**src/rtl/cover_loader.sv**
```systemverilog
// cover_loader: packs a big-endian byte stream into 16-bit words and fills the cover-art BRAM via port A.
// Optional build macro COVER_LOADER_CHECKSUM_EN adds o_checksum, the mod-2^16 sum of written words.
module cover_loader #(
    parameter int PIX_COUNT = 19200,
    parameter int ADDR_BASE = 0
) (
    input  logic        i_clk,
    input  logic        i_rst,
    input  logic        i_start,
    input  logic        i_abort,
    input  logic [7:0]  i_byte,
    input  logic        i_byte_valid,
    output logic        o_byte_ready,
    output logic [14:0] o_addra,
    output logic [15:0] o_dina,
    output logic        o_wea,
    output logic        o_busy,
    output logic        o_done,
`ifdef COVER_LOADER_CHECKSUM_EN
    output logic [15:0] o_checksum,
`endif
    output logic        o_valid_img
);
    localparam logic [14:0] BASE = 15'(ADDR_BASE);
    localparam logic [15:0] LAST = 16'(PIX_COUNT - 1);

    typedef enum logic [1:0] {IDLE, RX_HI, RX_LO, WR} state_t;

    state_t      state;
    state_t      state_nxt;
    logic [7:0]  hi_byte;
    logic [15:0] word_cnt;
    logic        xfer;
    logic        last_word;
    logic        abort_hit;

    function automatic logic [15:0] pack_word(input logic [7:0] hi, input logic [7:0] lo);
        return {hi, lo};
    endfunction

    assign last_word = (word_cnt == LAST);
    assign abort_hit = i_abort && (state != IDLE);

    always_ff @(posedge i_clk or posedge i_rst) begin
        if (i_rst) state <= IDLE;
        else       state <= state_nxt;
    end

    always_comb begin
        state_nxt    = state;
        o_byte_ready = 1'b0;
        o_busy       = 1'b0;
        xfer         = 1'b0;
        case (state)
            IDLE: ;
            RX_HI: begin
                o_byte_ready = 1'b1;
                o_busy       = 1'b1;
                xfer         = i_byte_valid;
                if (xfer) state_nxt = RX_LO;
            end
            RX_LO: begin
                o_byte_ready = 1'b1;
                o_busy       = 1'b1;
                xfer         = i_byte_valid;
                if (xfer) state_nxt = WR;
            end
            WR: begin
                o_busy    = 1'b1;
                state_nxt = last_word ? IDLE : RX_HI;
            end
            default: state_nxt = IDLE;
        endcase
        // A restart outranks an abort; an abort only matters once a load is running.
        if (i_start)        state_nxt = RX_HI;
        else if (abort_hit) state_nxt = IDLE;
    end

    always_ff @(posedge i_clk) begin
        if (state == RX_HI && xfer) hi_byte <= i_byte;
    end

    always_ff @(posedge i_clk or posedge i_rst) begin
        if (i_rst) begin
            word_cnt    <= '0;
            o_addra     <= BASE;
            o_dina      <= '0;
            o_wea       <= 1'b0;
            o_done      <= 1'b0;
            o_valid_img <= 1'b0;
        end else begin
            o_wea  <= 1'b0;
            o_done <= 1'b0;
            if (i_start) begin
                word_cnt    <= '0;
                o_addra     <= BASE;
                o_valid_img <= 1'b0;
            end else if (abort_hit) begin
                o_valid_img <= 1'b0;
            end else begin
                case (state)
                    RX_LO: begin
                        if (xfer) begin
                            o_dina <= pack_word(hi_byte, i_byte);
                            o_wea  <= 1'b1;
                        end
                    end
                    WR: begin
                        // The last word closes the image instead of advancing, so no write past the end.
                        if (last_word) begin
                            o_done      <= 1'b1;
                            o_valid_img <= 1'b1;
                        end else begin
                            word_cnt <= word_cnt + 16'd1;
                            o_addra  <= o_addra + 15'd1;
                        end
                    end
                    default: ;
                endcase
            end
        end
    end

`ifdef COVER_LOADER_CHECKSUM_EN
    function automatic logic [15:0] wrap_add(input logic [15:0] a, input logic [15:0] b);
        return a + b;
    endfunction

    always_ff @(posedge i_clk or posedge i_rst) begin
        if (i_rst)              o_checksum <= '0;
        else if (i_start)       o_checksum <= '0;
        else if (state == WR)   o_checksum <= wrap_add(o_checksum, o_dina);
    end
`endif

endmodule

```
**config.mk**
```make
export PLATFORM = sky130hd
export DESIGN_NAME = cover_loader
export DESIGN_NICKNAME = d
export VERILOG_FILES = /design/src/rtl/cover_loader.sv
export SDC_FILE = /design/constraint.sdc
export NUM_CORES = 1
export LEC_CHECK = 0
export ABC_AREA = 1
export BUFFER_PORTS_ARGS = -buffer_cell sky130_fd_sc_hd__buf_2
export CELL_PAD_IN_SITES_DETAIL_PLACEMENT = 1
export CELL_PAD_IN_SITES_GLOBAL_PLACEMENT = 2
export CORE_MARGIN = 3
export CORE_UTILIZATION = 33
export CTS_CLUSTER_DIAMETER = 100
export DETAILED_ROUTE_END_ITERATION = 16
export GPL_TIMING_DRIVEN = 0
export PLACE_DENSITY_LB_ADDON = 0.08
export RECOVER_POWER = 25
export SETUP_SLACK_MARGIN = 0.05
export SLEW_MARGIN = 20
export SYNTH_ARGS = -nofsm -noshare
export SYNTH_HDL_FRONTEND = slang
export SYNTH_SLANG_ARGS = --single-unit
```
**constraint.sdc**
```tcl
create_clock -name i_clk -period 2.3 [get_ports i_clk]
set_input_delay 0.115 -clock i_clk [delete_from_list [all_inputs] [get_ports i_clk]]
set_output_delay 0.115 -clock i_clk [all_outputs]
set_load 0.02 [all_outputs]
```
==> results.sh <==
export IMPL_viasPerCell=4.74
export IMPL_slowest_delay_ns=0.43
export IMPL_place_congestion=0.773
export IMPL_ys_warn_count=0
export IMPL_path_cells="inv_1 > ha_1 > nor2_1 > nor2_1 > nand3_2 > clkinv_1 > buf_4 > nand2_1 > nand2_1"
export IMPL_p_seq_frac=0.421
export IMPL_synth_top_family_by_area="simple AND/OR/NAND/NOR gates"
export IMPL_yosysTopAreaCell="dfrtp_1"
export IMPL_drive_above_1_share=0.156
export IMPL_dpl_cell_count=585
export IMPL_p_total_mw=3.27
export IMPL_mostFrequentLayoutCells="nand2_1 (159), dfrtp_1 (52), nor2_1 (45), buf_2 (37), nand3_1 (30)"
export IMPL_whs_ns=0.141
export IMPL_synthMuxAreaShare=0
export IMPL_slew_headroom=0.245
export IMPL_dp_hpwl_mm=6.58
export IMPL_period_minus_slack_ns=2.02
export IMPL_cts_root_buffer="clkbuf_8"
export IMPL_antenna_found_initial=0
export IMPL_worstMarginPinSlew_ns=1.13
export IMPL_firstDrtPassIters=4
export IMPL_critPathArrivalTime_ns=2.25
export IMPL_final_hold_viol_count=0
export IMPL_period_share=0.877
export IMPL_antenna_cells=0
export IMPL_final_setup_skew_ns=0.0136
export IMPL_final_util=0.415
export IMPL_p_sw_mw=1.20
export IMPL_cp_required_ns=2.53
export IMPL_io_buffers=48
export IMPL_ys_ff_latch=60
export IMPL_clockBufferDepth=2
export IMPL_synth_fa_ha_area_frac=0.0313
export IMPL_power_density_mw_per_mm2=844
export IMPL_grt_overflow=0
export IMPL_synth_nets=429
export IMPL_hold_class="in2reg"
export IMPL_setup_violations=0
export IMPL_cts_inserted_buffers=9
export IMPL_synth_seq_area_share=0.483
export IMPL_cts_sinks=60
export IMPL_seq_area_mm2=0.00154
export IMPL_syn_to_final_growth_pct=21.2
export IMPL_wire_per_inst_um=14.7
export IMPL_die_height_um=104
export IMPL_layout_nets=497
export IMPL_cap_viol_max_count=0
export IMPL_pin_count=49
export IMPL_setup_worst_path_class="reg2reg"
export IMPL_rsz0062_at_grt="false"
export IMPL_netlist_area_mm2=0.00319
export IMPL_drt_wl_total_mm=8.99
export IMPL_antenna_left=0
export IMPL_cp_end_kind="flop"
export IMPL_combPwrFrac=0.280
export IMPL_drv_slew=0
export IMPL_row_count=35
export IMPL_ir_drop_mv=0.244
export IMPL_cts_tree="yes"
export IMPL_num_vias=2891
export IMPL_drt_iter0_drc=79
export IMPL_clock_latency_ns=0.34
export IMPL_crit_fanout=10
export IMPL_die_w_um=104
export IMPL_multi_input_area_mm2=0.00147
export IMPL_finalNonFillerCells=610
export IMPL_drcViolationCount=0
export IMPL_syn_area_per_cell_um2=7.83
export IMPL_gr_usage_all_layers=0.176
export IMPL_start_util=0.342
export IMPL_synth_cells=408
export IMPL_p_leak_nw=1.82
export IMPL_yosysTopAreaCellShare=0.408
export IMPL_yosys_area_share_xor_xnor=0.0274
export IMPL_clkSlewWorstSetupHoldPaths_ns=0.08
export IMPL_coreArea_mm2=0.00933
export IMPL_synth_compound_area_frac=0.0611
export IMPL_synthDistinctLibCells=29
export IMPL_status="finished, final reports clean"
export IMPL_clock_power_share=0.298
export IMPL_switching_share=0.367
export IMPL_die_area_mm2=0.0109
export IMPL_nFillCells=1199
export IMPL_grt_pass1_wl_mm=15.4
export IMPL_grt_max_degree=53
export IMPL_final_common_cell="nand2_1"
export IMPL_p_int_mw=2.07
export IMPL_final_setup_tns_ns=0
export IMPL_ys_top_cells_by_area="dfrtp_1 (41%), nand2_1 (19%), edfxtp_1 (7.5%)"
export IMPL_cts_htree_levels=3
export IMPL_fmaxAchievable_mhz=496
export IMPL_synth_simple_gate_area_frac=0.338
export IMPL_crit_path_top_delay_cell="dfrtp_1"
export IMPL_start_kind="flop"
export IMPL_grt_pass1_vias=3032
final cells by class:
cell class	instances	share of cell area
inverter	29	0.0281
timing repair buffer	57	0.0814
tap	129	0.0417
multi-input combinational	309	0.378
clock buffer	9	0.0320
clock inverter	7	0.0194
buffer	10	0.0207
sequential	60	0.398
synth_stat cells (all sizes together):
cell,count
nand2,162
o21bai,4
dfrtp,52
a22oi,1
buf,7
edfxtp,8
a21o,1
clkinv,2
ha,8
nor2,48
inv,27
nand4,13
nor3,1
nand3,32
clkbuf,3
or2,2
xor2,10
a21oi,2
o21ai,25
stage by stage:
step	setup WS [ns]	area [µm²]
floorplan	0.606	3190
global placement	0.00513	3590
detailed placement	0.174	3600
CTS	0.169	3890
global route	0.0703	3870
finish	0.282	3870
metal layers:
metal / global-route usage / wire, µm / part of all wire
met1: 0.238 / 4420 / 0.49
met2: 0.285 / 4190 / 0.47
met3: 0.0323 / 260 / 0.029
met4: 0.0570 / 115 / 0.013
met5: 0 / 0 / 0
worst paths after layout:
check,startpoint,end,slack (ns),cells after the start
max,state[0],o_dina[12],0.28,9
min,i_start,o_addra[5],0.14,4
max reg2reg,state[0],o_dina[12],0.28,9
min reg2reg,hi_byte[5],o_dina[13],0.45,2
max in group asynchronous,i_rst,word_cnt[14],0.99,3
min in group asynchronous,i_rst,o_addra[6],0.60,3
critical path, delay by kind of cell, from the launching register on:
kind / cells / cell delay (ns)
buf+inv: 3 / 0.62
flops: 1 / 0.43
fa+ha+maj: 1 / 0.21
simple gates: 5 / 0.65
state kept, by name, summed over array words and instances, names as in the netlist:
signal       count
hi_byte          8
state            2
o_valid_img      1
o_dina          16
o_wea            1
o_addra         15
o_done           1
word_cnt        16
cells by family (layout without fill, tap and decap cells):
| group | Yosys count | in the layout |
|---|---|---|
| xor gates and xnor gates | 10 | 10 |
| buffers and inverters | 39 | 112 |
| adders and majority gates | 8 | 8 |
| DFF | 60 | 60 |
| AOI/OAI and AO/OA | 33 | 33 |
| and+or+nand+nor | 258 | 258 |
timing repair:
action                                  4_1_cts  5_1_grt
hold buffers                                  9        0
gates resized for setup                       0        1
endpoints found under the hold margin        67        0
buffers inserted                              0        0
endpoints found under the setup margin        0        1
power groups by stage:
| stage | clock (mW) | sequential, mW | combinational [mW] |
|---|---|---|---|
| 2_1_floorplan | 0 | 1.54 | 0.457 |
| 6_report | 0.974 | 1.38 | 0.915 |
| 5_1_grt | 1.06 | 1.40 | 1.03 |
| 4_1_cts | 1.01 | 1.38 | 0.943 |
| 3_3_place_gp | 0 | 1.39 | 0.908 |
| 3_5_place_dp | 0 | 1.40 | 0.927 |
(Power assumes the default switching activity.)
